<file path="src/rtl/mem_bus_master_19bit_if.sv">
// Bundled CPU request/response and memory strobe signals for mem_bus_master_19bit.
interface mem_bus_master_19bit_if #(
   parameter int unsigned ADDR_W = 12,
   parameter int unsigned DATA_W = 19
);
   logic              req_valid;
   logic              req_ready;
   logic              req_we;
   logic [ADDR_W-1:0] req_addr;
   logic [DATA_W-1:0] req_wdata;
   logic              rsp_valid;
   logic              rsp_ready;
   logic [DATA_W-1:0] rsp_rdata;
   logic              rsp_err;
   logic [ADDR_W-1:0] mem_addr;
   logic              mem_rd;
   logic              mem_wr;
   logic [DATA_W-1:0] mem_dout;
   logic [DATA_W-1:0] mem_din;
   logic              busy;

   modport master (
      input  req_valid, req_we, req_addr, req_wdata, rsp_ready, mem_din,
      output req_ready, rsp_valid, rsp_rdata, rsp_err,
      output mem_addr, mem_rd, mem_wr, mem_dout, busy
   );

   modport slave (
      output req_valid, req_we, req_addr, req_wdata, rsp_ready, mem_din,
      input  req_ready, rsp_valid, rsp_rdata, rsp_err,
      input  mem_addr, mem_rd, mem_wr, mem_dout, busy
   );
endinterface

</file>
<file path="src/rtl/mem_bus_master_19bit.sv">
// Memory bus initiator: sequences setup/strobe/hold for one CPU request at a time.
// Optional write read-back check is built when MEM_WRITE_VERIFY_EN is defined.
module mem_bus_master_19bit #(
   parameter int unsigned ADDR_W     = 12,
   parameter int unsigned DATA_W     = 19,
   parameter int unsigned STROBE_CYC = 1
) (
   input logic                    clk,
   input logic                    rst_n,
   mem_bus_master_19bit_if.master bus
);

   localparam int unsigned      CNT_W    = 4;
   localparam logic [CNT_W-1:0] CNT_INIT = CNT_W'(STROBE_CYC - 1);

`ifdef MEM_WRITE_VERIFY_EN
   typedef enum logic [2:0] {
      S_IDLE, S_SETUP, S_STROBE, S_HOLD, S_RESP, S_VSETUP, S_VSTROBE, S_VHOLD
   } state_t;
`else
   typedef enum logic [2:0] {
      S_IDLE, S_SETUP, S_STROBE, S_HOLD, S_RESP
   } state_t;
`endif

   state_t            r_state,      w_state_nxt;
   logic [CNT_W-1:0]  r_cnt,        w_cnt_nxt;
   logic              r_we,         w_we_nxt;
   logic [ADDR_W-1:0] r_addr,       w_addr_nxt;
   logic [DATA_W-1:0] r_wdata,      w_wdata_nxt;
   logic [ADDR_W-1:0] r_mem_addr,   w_mem_addr_nxt;
   logic [DATA_W-1:0] r_mem_dout,   w_mem_dout_nxt;
   logic              r_mem_rd,     w_mem_rd_nxt;
   logic              r_mem_wr,     w_mem_wr_nxt;
   logic [DATA_W-1:0] r_cap,        w_cap_nxt;
   logic              r_rsp_valid,  w_rsp_valid_nxt;
   logic [DATA_W-1:0] r_rsp_rdata,  w_rsp_rdata_nxt;
   logic              r_req_ready;
   logic              r_busy;
`ifdef MEM_WRITE_VERIFY_EN
   logic              r_rsp_err,    w_rsp_err_nxt;
`endif

   // Next state plus the registered decode of the bus outputs for the current state
   always_comb begin
      w_state_nxt     = r_state;
      w_cnt_nxt       = r_cnt;
      w_we_nxt        = r_we;
      w_addr_nxt      = r_addr;
      w_wdata_nxt     = r_wdata;
      w_mem_addr_nxt  = r_mem_addr;
      w_mem_dout_nxt  = r_mem_dout;
      w_mem_rd_nxt    = 1'b0;
      w_mem_wr_nxt    = 1'b0;
      w_cap_nxt       = r_cap;
      w_rsp_valid_nxt = 1'b0;
      w_rsp_rdata_nxt = r_rsp_rdata;
`ifdef MEM_WRITE_VERIFY_EN
      w_rsp_err_nxt   = r_rsp_err;
`endif

      // last edge with the read strobe high leaves the final sample in r_cap
      if (r_mem_rd) w_cap_nxt = bus.mem_din;

      unique case (r_state)
         S_IDLE: begin
            if (bus.req_valid && r_req_ready) begin
               w_state_nxt = S_SETUP;
               w_we_nxt    = bus.req_we;
               w_addr_nxt  = bus.req_addr;
               w_wdata_nxt = bus.req_wdata;
`ifdef MEM_WRITE_VERIFY_EN
               w_rsp_err_nxt = 1'b0;
`endif
            end
         end
         S_SETUP: begin
            w_state_nxt    = S_STROBE;
            w_cnt_nxt      = CNT_INIT;
            w_mem_addr_nxt = r_addr;
            w_mem_dout_nxt = r_we ? r_wdata : '0;
         end
         S_STROBE: begin
            w_mem_rd_nxt = ~r_we;
            w_mem_wr_nxt = r_we;
            if (r_cnt == '0) w_state_nxt = S_HOLD;
            else             w_cnt_nxt   = r_cnt - CNT_W'(1);
         end
         S_HOLD: begin
`ifdef MEM_WRITE_VERIFY_EN
            w_state_nxt = r_we ? S_VSETUP : S_RESP;
`else
            w_state_nxt = S_RESP;
`endif
         end
         S_RESP: begin
            if (r_rsp_valid) begin
               if (bus.rsp_ready) w_state_nxt     = S_IDLE;
               else               w_rsp_valid_nxt = 1'b1;
            end else begin
               w_rsp_valid_nxt = 1'b1;
               w_rsp_rdata_nxt = r_we ? '0 : r_cap;
`ifdef MEM_WRITE_VERIFY_EN
               w_rsp_err_nxt   = r_we && (r_cap != r_wdata);
`endif
            end
         end
`ifdef MEM_WRITE_VERIFY_EN
         S_VSETUP: begin
            w_state_nxt = S_VSTROBE;
            w_cnt_nxt   = CNT_INIT;
         end
         S_VSTROBE: begin
            w_mem_rd_nxt = 1'b1;
            if (r_cnt == '0) w_state_nxt = S_VHOLD;
            else             w_cnt_nxt   = r_cnt - CNT_W'(1);
         end
         S_VHOLD: begin
            w_state_nxt = S_RESP;
         end
`endif
         default: begin
            w_state_nxt = S_IDLE;
         end
      endcase
   end

   // State and output registers
   always_ff @(posedge clk or negedge rst_n) begin
      if (!rst_n) begin
         r_state     <= S_IDLE;
         r_cnt       <= '0;
         r_we        <= 1'b0;
         r_addr      <= '0;
         r_wdata     <= '0;
         r_mem_addr  <= '0;
         r_mem_dout  <= '0;
         r_mem_rd    <= 1'b0;
         r_mem_wr    <= 1'b0;
         r_cap       <= '0;
         r_rsp_valid <= 1'b0;
         r_rsp_rdata <= '0;
         r_req_ready <= 1'b1;
         r_busy      <= 1'b0;
`ifdef MEM_WRITE_VERIFY_EN
         r_rsp_err   <= 1'b0;
`endif
      end else begin
         r_state     <= w_state_nxt;
         r_cnt       <= w_cnt_nxt;
         r_we        <= w_we_nxt;
         r_addr      <= w_addr_nxt;
         r_wdata     <= w_wdata_nxt;
         r_mem_addr  <= w_mem_addr_nxt;
         r_mem_dout  <= w_mem_dout_nxt;
         r_mem_rd    <= w_mem_rd_nxt;
         r_mem_wr    <= w_mem_wr_nxt;
         r_cap       <= w_cap_nxt;
         r_rsp_valid <= w_rsp_valid_nxt;
         r_rsp_rdata <= w_rsp_rdata_nxt;
         r_req_ready <= (w_state_nxt == S_IDLE);
         r_busy      <= (w_state_nxt != S_IDLE);
`ifdef MEM_WRITE_VERIFY_EN
         r_rsp_err   <= w_rsp_err_nxt;
`endif
      end
   end

   assign bus.req_ready = r_req_ready;
   assign bus.busy      = r_busy;
   assign bus.rsp_valid = r_rsp_valid;
   assign bus.rsp_rdata = r_rsp_rdata;
   assign bus.mem_addr  = r_mem_addr;
   assign bus.mem_rd    = r_mem_rd;
   assign bus.mem_wr    = r_mem_wr;
   assign bus.mem_dout  = r_mem_dout;
`ifdef MEM_WRITE_VERIFY_EN
   assign bus.rsp_err   = r_rsp_err;
`else
   assign bus.rsp_err   = 1'b0;
`endif

endmodule
</file>
<file path="src/flat_wrapper.sv">
// flat-port wrapper written by rule: the top's interface ports become plain ports
module mem_bus_master_19bit_flat 
#(
   parameter int unsigned ADDR_W     = 12,
   parameter int unsigned DATA_W     = 19,
   parameter int unsigned STROBE_CYC = 1
)
  (clk, rst_n, bus_req_valid, bus_req_we, bus_req_addr, bus_req_wdata, bus_rsp_ready, bus_mem_din, bus_req_ready, bus_rsp_valid, bus_rsp_rdata, bus_rsp_err, bus_mem_addr, bus_mem_rd, bus_mem_wr, bus_mem_dout, bus_busy);
  mem_bus_master_19bit_if #(.ADDR_W(ADDR_W), .DATA_W(DATA_W)) bus_i ();
  input logic clk;
  input logic rst_n;
  input wire logic [$bits(bus_i.req_valid)-1:0] bus_req_valid;
  input wire logic [$bits(bus_i.req_we)-1:0] bus_req_we;
  input wire logic [$bits(bus_i.req_addr)-1:0] bus_req_addr;
  input wire logic [$bits(bus_i.req_wdata)-1:0] bus_req_wdata;
  input wire logic [$bits(bus_i.rsp_ready)-1:0] bus_rsp_ready;
  input wire logic [$bits(bus_i.mem_din)-1:0] bus_mem_din;
  output wire logic [$bits(bus_i.req_ready)-1:0] bus_req_ready;
  output wire logic [$bits(bus_i.rsp_valid)-1:0] bus_rsp_valid;
  output wire logic [$bits(bus_i.rsp_rdata)-1:0] bus_rsp_rdata;
  output wire logic [$bits(bus_i.rsp_err)-1:0] bus_rsp_err;
  output wire logic [$bits(bus_i.mem_addr)-1:0] bus_mem_addr;
  output wire logic [$bits(bus_i.mem_rd)-1:0] bus_mem_rd;
  output wire logic [$bits(bus_i.mem_wr)-1:0] bus_mem_wr;
  output wire logic [$bits(bus_i.mem_dout)-1:0] bus_mem_dout;
  output wire logic [$bits(bus_i.busy)-1:0] bus_busy;
  assign bus_i.req_valid = bus_req_valid;
  assign bus_i.req_we = bus_req_we;
  assign bus_i.req_addr = bus_req_addr;
  assign bus_i.req_wdata = bus_req_wdata;
  assign bus_i.rsp_ready = bus_rsp_ready;
  assign bus_i.mem_din = bus_mem_din;
  assign bus_req_ready = bus_i.req_ready;
  assign bus_rsp_valid = bus_i.rsp_valid;
  assign bus_rsp_rdata = bus_i.rsp_rdata;
  assign bus_rsp_err = bus_i.rsp_err;
  assign bus_mem_addr = bus_i.mem_addr;
  assign bus_mem_rd = bus_i.mem_rd;
  assign bus_mem_wr = bus_i.mem_wr;
  assign bus_mem_dout = bus_i.mem_dout;
  assign bus_busy = bus_i.busy;
  mem_bus_master_19bit #(.ADDR_W(ADDR_W), .DATA_W(DATA_W), .STROBE_CYC(STROBE_CYC)) u_core (.clk(clk), .rst_n(rst_n), .bus(bus_i));
endmodule
</file>
<file path="config.mk">
export PLATFORM = sky130hd
export DESIGN_NAME = mem_bus_master_19bit_flat
export DESIGN_NICKNAME = d
export VERILOG_FILES = /design/src/rtl/mem_bus_master_19bit_if.sv /design/src/rtl/mem_bus_master_19bit.sv /design/src/flat_wrapper.sv
export SDC_FILE = /design/constraint.sdc
export NUM_CORES = 1
export LEC_CHECK = 0
export CORE_ASPECT_RATIO = 1.4
export CORE_UTILIZATION = 25
export CTS_CLUSTER_DIAMETER = 60
export DETAILED_ROUTE_END_ITERATION = 7
export DONT_BUFFER_PORTS = 1
export PLACE_DENSITY = 0.42
export SYNTH_ARGS = -nofsm -noshare
export SYNTH_HDL_FRONTEND = slang
export SYNTH_SLANG_ARGS = --single-unit
</file>
<file path="constraint.sdc">
create_clock -name clk -period 3.9 [get_ports clk]
set_input_delay 0.585 -clock clk [delete_from_list [all_inputs] [get_ports clk]]
set_output_delay 0.585 -clock clk [all_outputs]
set_load 0.005 [all_outputs]
</file>
Word level (Yosys, flattened, before mapping)

Cells that the tools add are included.

Add/subtract/negate cells: 1
Reduce and logical (&&, ||, !) cells: 9
Bitwise gates (word level): 2
Multiplexer cells: 14
Eq/ne operators: 5

Operators with widths:

| kind                  | number |
|---|---|
| $mux W19              | 2 |
| $pmux W3 S5           | 1 |
| $mux W3               | 4 |
| $pmux W4 S2           | 1 |
| $eq A3 B2 Y1 const B  | 2 |
| $logic_not A3 Y1      | 2 |
| $reduce_and A2 Y1     | 3 |
| $mux W1               | 5 |
| $logic_not A4 Y1      | 1 |
| $mux W4               | 1 |
| $sub A4 B1 Y4 const B | 1 |
| $eq A3 B1 Y1 const B  | 1 |
| $eq A3 B3 Y1 const B  | 1 |
| $reduce_bool A3 Y1    | 1 |
| $ne A2 B2 Y1 const B  | 1 |
| $not A1 Y1            | 2 |
| $reduce_bool A2 Y1    | 1 |
| $logic_and A1 B1 Y1   | 1 |

Word-level logic and storage cells: 45
Bits of input ports: 55
Output and inout port bits: 56
Bits in registers: 113

Longest topological paths before layout

Gate-level depths: netlist (run 1).

Word-level depth: 4
Gate-level depth with buffers: 6
Mapped depth without buffers: 5

Worst setup path after synthesis (run 1)

OpenSTA, ideal clock, no wires.

Kind: register to register
Start: reg u_core.r_state[2]
End: reg u_core.r_addr[10]
Stages on the path, launching flop included: 7
Setup time: 0.125 ns
Data required time: 3.775 ns
Data arrival time: 1.440 ns
Period minus slack after synthesis: 1.565 ns
Buffers on the path: 3
Slack: 2.335 ns
Cell sequence: dfrtp_1 buf_6 nor2_1 and4_1 buf_4 buf_4 mux2_2

Cells in the longest elaborated chain, start to end: 2

Ends and longest elaborated chain:

| item                        | RTL line                    | RTL |
|---|---|---|
| start, declared             | mem_bus_master_19bit.sv:26  | `state_t r_state, w_state_nxt;` |
| start signal, assigned      | mem_bus_master_19bit.sv:149 | `r_state <= w_state_nxt;` |
| $logic_not A3 Y1            | mem_bus_master_19bit.sv:65  | `unique case (r_state)` |
| $reduce_and A2 Y1 (no line) | --                          |  |
| end signal, assigned        | mem_bus_master_19bit.sv:152 | `r_addr <= w_addr_nxt;` |
| end, declared               | mem_bus_master_19bit.sv:29  | `logic [ADDR_W-1:0] r_addr, w_addr_nxt;` |

Every way passes these cells.
A chain may end at the register's enable or synchronous reset.

Final worst setup path (run 1)

Start: reg u_core.r_state[0]
End: reg u_core.r_addr[9]

Same word-level chain as after synthesis.

==> flow_metrics.env, run 1 <==
export IMPL_end_kind="flop"
export IMPL_postRouteAntennaNets=0
export IMPL_postSynthCellCount=352
export IMPL_fillCellCount=1822
export IMPL_finalCritPeriodShare_pct=53.6
export IMPL_yosysTopAreaCell="dfrtp_1"
export IMPL_cts_made_buffers=17
export IMPL_grt_max_degree=113
export IMPL_cts_tree="built"
export IMPL_grt_setup_unrepaired="no"
export IMPL_synthesis_area_um2=4530
export IMPL_dr_pass1_iters=4
export IMPL_start_util_pct=25.8
export IMPL_cts_root_buf="clkbuf_16"
export IMPL_synth_cell_types=34
export IMPL_post_cts_buffers=0
export IMPL_status="completed"
export IMPL_cts_sinks=113
export IMPL_power_switching_mw=1.40
export IMPL_tns_ns=0
export IMPL_swShare_pct=28.6
export IMPL_power_frac_comb_pct=21.7
export IMPL_grt_antenna_before_repair=1
export IMPL_gp_congestion=0.680
export IMPL_gr_total_overflow=0
export IMPL_grt_pass1_wl_mm=15.2
export IMPL_netlist_area_leader_share_pct=61.9
export IMPL_finClkSkew_ns=0.00703
export IMPL_power_leakage_nw=2.33
export IMPL_clk_insertion_delay_late_ns=0.40
export IMPL_drive_gt1_share_pct=28.6
export IMPL_timing_final_crit_period_ns=2.09
export IMPL_p_int_mw=3.50
export IMPL_clockBufferDepth=2
export IMPL_tightest_slew_ns=0.957
export IMPL_final_nets=408
export IMPL_slew_limit_headroom_pct=36.2
export IMPL_post_cts_resized=0
export IMPL_setup_viol=0
export IMPL_dp_hpwl_mm=5.94
export IMPL_numPortBuffers=0
export IMPL_hold_viol_final=0
export IMPL_hold_class="in2async"
export IMPL_final_area_um2=5380
export IMPL_ys_warnings_count=0
export IMPL_synthTopCellsByArea="dfrtp_1 (62%), mux2_2 (13%), nand2_1 (4.9%)"
export IMPL_p_per_area_nw_per_um2=913
export IMPL_routedWlPerCell_um=15.7
export IMPL_die_w_um=116
export IMPL_synth_seq_cells=113
export IMPL_num_vias=2520
export IMPL_syn_area_per_cell_um2=12.9
export IMPL_cts_clk_slew_worst_paths_ns=0.05
export IMPL_synthToLayoutAreaGrowth_pct=18.8
export IMPL_first_iter_violations=76
export IMPL_htree_levels=4
export IMPL_cp_arrival_ns=2.37
export IMPL_drc=0
export IMPL_ctsHoldBuffers=2
export IMPL_placementRows=57
export IMPL_ios=111
export IMPL_fmax_mhz=478
export IMPL_fp_dieArea_um2=18700
export IMPL_multi_input_area_um2=1520
export IMPL_cp_start_kind="flop"
export IMPL_seq_area_um2=2830
export IMPL_syn_num_nets=409
export IMPL_power_frac_clock_pct=35.4
export IMPL_dpl_cell_area_um2=4670
export IMPL_seq_power_share_pct=42.9
export IMPL_fp_dieH_um=161
export IMPL_worstSetupPathType="reg2reg"
export IMPL_peakVddDrop_mv=0.377
export IMPL_worstPathRequired_ns=4.18
export IMPL_cp_max_fo=35
export IMPL_cap_violations=0
export IMPL_core_area_um2=17500
export IMPL_drt_vias_per_instance=4.19
export IMPL_seq_area_frac_synth_pct=62.5
export IMPL_grt_pass1_vias=2741
export IMPL_finalMaxSlewViolations=0
export IMPL_wirelength_mm=9.43
export IMPL_track_usage_pct=11.1
placed cells by master (no fill, tap or decap), types with 3 or more instances in the layout:
master	count
o211ai_1	3
nand2b_1	20
clkbuf_8	4
o21ai_0	15
dfrtp_1	112
mux2_4	9
inv_1	3
clkbuf_16	17
nand2_1	59
o21ai_1	22
bufinv_16	5
mux2_2	54
clkinv_2	3
nor2_1	5
logic make-up after synthesis:
| family | count (synthesis) | synth area share [%] |
|---|---|---|
| AOI/OAI and AO/OA | 46 | 5.67 |
| xor gates and xnor gates | 1 | 0.194 |
| and+or+nand+nor | 99 | 10.6 |
| muxes | 63 | 16.4 |
| DFF | 113 | 62.5 |
| adders and majority gates | 2 | 0.553 |
| buffers and inverters | 27 | 3.93 |
| other | 1 | 0.0829 |
registers in the layout, summed over array words and instances (netlist names):
| signal | count |
|---|---|
| u_core.bus.mem_dout | 19 |
| u_core.bus.rsp_rdata | 19 |
| u_core.r_cap | 19 |
| u_core.r_wdata | 19 |
| u_core.bus.mem_addr | 12 |
| u_core.r_addr | 12 |
| u_core.r_cnt | 4 |
| u_core.r_state | 3 |
| u_core.bus.busy | 1 |
| u_core.bus.mem_rd | 1 |
| u_core.bus.mem_wr | 1 |
| u_core.bus.req_ready | 1 |
| u_core.bus.rsp_valid | 1 |
| u_core.r_we | 1 |
worst paths after layout:
check | from | endpoint | slack [ns] | cells past startpoint
worst max-delay path | u_core.r_state[0] | u_core.r_addr[9] | 1.81 | 3
worst min register to register | u_core.r_addr[6] | u_core.bus.mem_addr[6] | 0.50 | 1
worst min-delay path | rst_n | u_core.bus.mem_wr | 0.10 | 1
min in group clk | bus_req_wdata[2] | u_core.r_wdata[2] | 0.33 | 1
worst max register to register | u_core.r_state[0] | u_core.r_addr[9] | 1.81 | 3
max in group asynchronous | rst_n | u_core.bus.req_ready | 3.29 | 1
worst max-delay path: stages, from the launching register on:
cell and delay [ns]:
dfrtp_1 0.47, nor2_1 0.19, and4_2 0.88, mux2_2 0.42
metrics by stage:
step	power [mW]	hold WS [ns]	util, %	worst slack (ns)	std cells
after CTS	5.02	0.150	30.6	1.74	600
after detailed placement	3.22	0.293	26.6	1.76	566
final	4.91	0.100	30.6	1.81	601
after global routing	5.25	0.134	30.6	1.65	601
after global placement	3.17	0.293	26.6	1.81	566
after floorplan	2.99	0.289	-	2.33	352
synthesized netlist by cell type (all sizes together):
cell and instances:
a31o 1, and3 2, and4 1, buf 14
clkbuf 10, conb 1, dfrtp 112, dfstp 1
ha 2, inv 3, mux2 63, nand2 59
nand2b 20, nand3 2, nand4bb 1, nor2 5
nor3 1, nor3b 1, o211ai 3, o21ai 38
o21bai 1, o311ai 1, o31ai 2, or3 2
or3b 2, or4 2, or4b 1, xnor2 1
power groups by stage:
| stage | registers [mW] | logic (mW) | clock network [mW] |
|---|---|---|---|
| after CTS | 2.13 | 1.10 | 1.79 |
| after detailed placement | 2.15 | 1.07 | 0 |
| after global routing | 2.20 | 1.20 | 1.84 |
| after floorplan | 1.94 | 1.05 | 0 |
| after global placement | 2.13 | 1.03 | 0 |
| final | 2.11 | 1.06 | 1.73 |
per-layer routing:
metal | vias up | part of all wire (%) | global-route usage [%]
met2 | 74 | 52 | 18.8
met1 | 1244 | 40 | 11.5
met4 | 0 | 1.1 | 4.72
li1 | 1192 | - | -
met5 | - | 0 | 0
met3 | 10 | 7.2 | 5.48
final cells by class:
| cell class | instances | area share [%] |
|---|---|---|
| Multi-Input combinational cell | 212 | 28.3 |
| Antenna cell | 1 | 0.0466 |
| Timing Repair Buffer | 4 | 0.978 |
| Sequential cell | 113 | 52.6 |
| Clock buffer | 22 | 9.01 |
| Clock inverter | 10 | 3.35 |
| Inverter | 3 | 0.209 |
| Tap cell | 236 | 5.49 |
No activity file was read; power rests on OpenSTA's default activity.
==> run 2, diff against run 1 <==
==> constraint.sdc (replaced) <==
create_clock -name clk -period 2.15 [get_ports clk]
set_input_delay 0.3225 -clock clk [delete_from_list [all_inputs] [get_ports clk]]
set_output_delay 0.3225 -clock clk [all_outputs]
set_load 0.005 [all_outputs]
==> flow_metrics.env, run 2 (synthesis gave the netlist of run 1 again) <==
export IMPL_status="finished with violations"
export IMPL_violations="hold timing"
export IMPL_grt_max_degree=114
export IMPL_hold_slack_ns=-0.382
export IMPL_power_frac_comb_pct=24.2
export IMPL_routedWlPerCell_um=15.3
export IMPL_final_common_cell="dfrtp_1"
export IMPL_peakVddDrop_mv=0.525
export IMPL_dp_hpwl_mm=6.04
export IMPL_cap_violations=0
export IMPL_grt_setup_unrepaired="no"
export IMPL_gp_congestion=0.658
export IMPL_cts_sinks=113
export IMPL_placementRows=57
export IMPL_cts_made_buffers=17
export IMPL_place_ws_ns=0.386
export IMPL_drt_vias_per_instance=4.12
export IMPL_start_util_pct=25.8
export IMPL_grt_pass1_wl_mm=15.0
export IMPL_finalCritPeriodShare_pct=81.5
export IMPL_power_switching_mw=2.45
export IMPL_worst_slack_ns=0.399
export IMPL_end_kind="flop"
export IMPL_fillCellCount=1837
export IMPL_post_cts_resized=0
export IMPL_rr_endpoint="u_core.bus.mem_addr[8]"
export IMPL_wirelength_mm=9.26
export IMPL_cts_clk_slew_worst_paths_ns=0.05
export IMPL_drc=0
export IMPL_cts_root_buf="clkbuf_16"
export IMPL_setup_viol=0
export IMPL_hold_class="in2async"
export IMPL_reg2reg_depth=3
export IMPL_reg2reg_slack_ns=0.40
export IMPL_fp_dieH_um=161
export IMPL_clockBufferDepth=2
export IMPL_tns_ns=0
export IMPL_swShare_pct=29.6
export IMPL_worstReg2RegStart="u_core.r_state[0]"
export IMPL_cp_arrival_ns=2.04
export IMPL_p_int_mw=5.83
export IMPL_tightest_slew_ns=0.707
export IMPL_hold_viol_final=113
export IMPL_slew_limit_headroom_pct=52.8
export IMPL_grt_pass1_vias=2702
export IMPL_die_w_um=116
export IMPL_finClkSkew_ns=0.00637
export IMPL_power_leakage_nw=2.30
export IMPL_fmax_mhz=571
export IMPL_htree_levels=4
export IMPL_p_per_area_nw_per_um2=1580
export IMPL_dr_pass1_iters=4
export IMPL_n_antenna_cell=0
export IMPL_track_usage_pct=10.9
export IMPL_synthToLayoutAreaGrowth_pct=16.0
export IMPL_fp_dieArea_um2=18700
export IMPL_drive_gt1_share_pct=28.9
export IMPL_worstPathRequired_ns=2.43
export IMPL_cp_max_fo=31
export IMPL_gr_total_overflow=0
export IMPL_final_nets=412
export IMPL_core_area_um2=17500
export IMPL_numPortBuffers=0
export IMPL_clk_insertion_delay_late_ns=0.40
export IMPL_ios=111
export IMPL_num_vias=2486
export IMPL_postRouteAntennaNets=0
export IMPL_finalMaxSlewViolations=0
export IMPL_power_frac_clock_pct=30.3
export IMPL_worstSetupPathType="reg2reg"
export IMPL_timing_final_crit_period_ns=1.75
export IMPL_seq_power_share_pct=45.5
export IMPL_cts_tree="built"
export IMPL_grt_antenna_before_repair=0
export IMPL_first_iter_violations=74
export IMPL_layout_cells_most_common_list="dfrtp_1 (112), nand2_1 (59), mux2_2 (54), o21ai_1 (22), nand2b_1 (20)"
export IMPL_post_cts_buffers=0
export IMPL_cp_start_kind="flop"
[run 2: changes by cell type in the layout (fill, tap and decap cells not counted), sizes merged]
cell         delta
clkinvlp        -2
buf             +5
dlygate4sd3     -1
bufinv          -5
clkbuf          +3
diode           -1
clkinv          +3
[run 2: area by class of cell]
type                            instances  area [um^2]  area share, %
Clock buffer                           25          505           9.63
Multi-Input combinational cell        212         1520           28.9
Inverter                                3         11.3          0.214
Clock inverter                          6         30.0          0.572
Timing Repair Buffer                    8         60.1           1.14
Tap cell                              236          295           5.62
Sequential cell                       113         2830           53.9
[run 2: critical path, stage by stage (launching register included)]
cell,delay (ns)
dfrtp_1,0.50
or3b_2,0.50
buf_4,0.28
mux2_4,0.34
[run 2: metal layers]
metal / global-route usage [%] / wire length [um]
met5: 0 / 0
met4: 5.07 / 125
met3: 5.55 / 709
met2: 17.4 / 4620
met1: 12.1 / 3800
[run 2: how the worst max path moves through the flow]
| stage | from | end | slack [ns] | cells after the start |
|---|---|---|---|---|
| 2_1_floorplan | u_core.r_state[2] | u_core.r_addr[10] | 0.58 | 6 |
| 3_3_place_gp | u_core.r_state[0] | u_core.bus.mem_addr[5] | 0.46 | 3 |
| 3_5_place_dp | u_core.r_state[0] | u_core.bus.mem_addr[10] | 0.39 | 3 |
| 4_1_cts | u_core.r_state[0] | u_core.bus.mem_addr[7] | 0.38 | 3 |
| 5_1_grt | u_core.r_state[2] | u_core.r_we | 0.29 | 4 |
| 6_report | u_core.r_state[0] | u_core.bus.mem_addr[8] | 0.40 | 3 |
[run 2: power groups by stage]
stage          sequential (mW)  combinational (mW)  clock, mW
4_1_cts                   3.81                2.06       2.61
2_1_floorplan             3.52                1.90          0
3_5_place_dp              3.84                2.05          0
6_report                  3.77                2.00       2.51
5_1_grt                   3.93                2.27       2.72
3_3_place_gp              3.81                2.00          0
[run 2: metrics by stage]
step	instance area, um^2	std cells	utilization (%)	total power [mW]
2_1_floorplan	4530	352	-	5.43
3_3_place_gp	4720	572	26.9	5.80
3_5_place_dp	4720	572	26.9	5.89
4_1_cts	5250	603	29.9	8.48
5_1_grt	5250	603	29.9	8.93
6_report	5250	603	29.9	8.28
==> run 3, diff against run 2 <==
--- a/config.mk
+++ b/config.mk
@@ -10,7 +10,7 @@
 export CTS_CLUSTER_DIAMETER = 60
 export DETAILED_ROUTE_END_ITERATION = 7
 export DONT_BUFFER_PORTS = 1
-export PLACE_DENSITY = 0.42
+export PLACE_DENSITY = 0.44
 export SYNTH_ARGS = -nofsm -noshare
 export SYNTH_HDL_FRONTEND = slang
 export SYNTH_SLANG_ARGS = --single-unit
==> constraint.sdc (replaced) <==
create_clock -name clk -period 1.6 [get_ports clk]
set_input_delay 0.24 -clock clk [delete_from_list [all_inputs] [get_ports clk]]
set_output_delay 0.24 -clock clk [all_outputs]
set_load 0.005 [all_outputs]
==> flow_metrics.env, run 3 (synthesis gave the netlist of run 1 again) <==
export IMPL_postRouteAntennaNets=0
export IMPL_routedWlPerCell_um=14.4
export IMPL_start_util_pct=25.8
export IMPL_hold_class="in2async"
export IMPL_gp_congestion=0.665
export IMPL_synthToLayoutAreaGrowth_pct=29.5
export IMPL_grt_pass1_vias=2965
export IMPL_ios=111
export IMPL_worstPathCellList="or4b_4, nand2_1, o21ai_1"
export IMPL_cap_violations=0
export IMPL_path_delay_family="simple AND/OR/NAND/NOR gates"
export IMPL_status="finished with violations"
export IMPL_fp_dieH_um=161
export IMPL_grt_setup_unrepaired="yes"
export IMPL_power_frac_comb_pct=27.0
export IMPL_reg2reg_depth=3
export IMPL_fillCellCount=1803
export IMPL_hold_slack_ns=-0.472
export IMPL_wirelength_mm=9.54
export IMPL_cp_max_fo=38
export IMPL_p_per_area_nw_per_um2=1960
export IMPL_fp_dieArea_um2=18700
export IMPL_gr_total_overflow=0
export IMPL_n_antenna_cell=0
export IMPL_ctsHoldBuffers=51
export IMPL_cts_made_buffers=17
export IMPL_grt_pass1_wl_mm=15.4
export IMPL_grt_antenna_before_repair=0
export IMPL_placedCellCount=576
export IMPL_worstSetupPathType="reg2reg"
export IMPL_seq_power_share_pct=43.4
export IMPL_worstReg2RegStart="u_core.r_state[0]"
export IMPL_worstPathRequired_ns=1.88
export IMPL_violations="hold timing"
export IMPL_power_leakage_nw=2.55
export IMPL_slowest_delay_ns=0.76
export IMPL_reg2reg_slack_ns=0.07
export IMPL_dp_hpwl_mm=6.00
export IMPL_grt_max_degree=114
export IMPL_total_power_mw=11.5
export IMPL_layout_cells_most_common_list="dfrtp_1 (111), nand2_1 (59), mux2_2 (54), dlygate4sd3_1 (51), o21ai_1 (22)"
export IMPL_final_util_pct=33.4
export IMPL_final_nets=469
export IMPL_cts_tree="built"
export IMPL_fmax_mhz=653
export IMPL_placementRows=57
export IMPL_end_kind="flop"
export IMPL_drt_vias_per_instance=4.19
export IMPL_die_w_um=116
export IMPL_rr_endpoint="u_core.bus.rsp_rdata[15]"
export IMPL_cp_start_kind="flop"
export IMPL_cts_root_buf="clkbuf_16"
export IMPL_setup_viol=0
export IMPL_critPathSlowestCell="or4b_4"
export IMPL_peakVddDrop_mv=0.660
export IMPL_cp_arrival_ns=1.81
export IMPL_cts_sinks=113
export IMPL_drc=0
export IMPL_swShare_pct=29.5
export IMPL_numPortBuffers=0
export IMPL_crit_start="u_core.r_state[0]"
export IMPL_timing_final_crit_period_ns=1.53
export IMPL_power_frac_clock_pct=29.5
export IMPL_dr_pass1_iters=3
export IMPL_first_iter_violations=89
export IMPL_final_common_cell="dfrtp_1"
export IMPL_worst_slack_ns=0.0693
export IMPL_track_usage_pct=11.3
export IMPL_drive_gt1_share_pct=26.1
export IMPL_cp_num_buf_inv=0
export IMPL_finClkSkew_ns=0.00635
export IMPL_p_int_mw=8.11
export IMPL_clockBufferDepth=2
export IMPL_instances_no_fill=661
export IMPL_hold_viol_final=113
export IMPL_num_vias=2771
export IMPL_place_ws_ns=-0.0689
export IMPL_core_area_um2=17500
export IMPL_htree_levels=4
export IMPL_finalCritPeriodShare_pct=95.7
export IMPL_power_switching_mw=3.39
export IMPL_finalMaxSlewViolations=0
export IMPL_cts_clk_slew_worst_paths_ns=0.05
export IMPL_clk_insertion_delay_late_ns=0.41
[run 3: cell types whose count changed in the layout (fill, tap and decap cells not counted), sizes merged]
cell	change
buf	+5
bufinv	+1
clkbuf	+1
dlygate4sd3	+51
[run 3: through the flow]
stage               TNS, ns  instance area, um^2
floorplan                 0                 4530
global placement    -0.0411                 4780
detailed placement  -0.0897                 4780
CTS                       0                 5820
global route         -0.232                 5860
finish                    0                 5860
[run 3: cell type report]
type                            count  area, um^2  area share, %
Clock buffer                       25         465           7.94
Sequential cell                   113        2830           48.3
Tap cell                          236         295           5.04
Clock inverter                      7        60.1           1.02
Inverter                            3        11.3          0.192
Timing Repair Buffer               65         671           11.4
Multi-Input combinational cell    212        1530           26.1
[run 3: layer usage]
layer	track usage, %	share of wire, %	routed length [um]
met5	0	0	0
met4	6.64	2.1	198
met3	4.95	7.6	730
met2	18.1	49	4690
met1	12.2	41	3930
[run 3: power by group through the flow]
stage | sequential [mW] | clock, mW | combinational, mW
6_report | 5.00 | 3.40 | 3.11
3_3_place_gp | 5.03 | 0 | 2.91
3_5_place_dp | 5.07 | 0 | 3.01
2_1_floorplan | 4.74 | 0 | 2.56
5_1_grt | 5.18 | 3.66 | 3.48
4_1_cts | 5.02 | 3.53 | 3.11
[run 3: timing repair]
item                                    CTS  global route
buffers inserted                          0             1
resized for setup                         1             3
endpoints found under the hold margin   164           113
pin swaps                                 0             3
endpoints found under the setup margin    2            31
gates cloned                              0             1
[run 3: worst max path at each step]
stage / to / slack [ns] / depth (start not counted)
finish: u_core.bus.rsp_rdata[15] / 0.07 / 3
global route: u_core.bus.rsp_rdata[0] / -0.04 / 3
CTS: u_core.bus.mem_addr[3] / 0.03 / 3
detailed placement: u_core.r_cnt[1] / -0.07 / 5
global placement: u_core.r_cnt[1] / -0.04 / 5
floorplan: u_core.r_addr[10] / 0.03 / 6
[run 3: worst register-to-register path, delay by kind of cell, from the launching register on]
family | cells | cell delay [ns]
and+or+nand+nor | 2 | 0.93
DFF | 1 | 0.41
AOI/OAI and AO/OA | 1 | 0.07
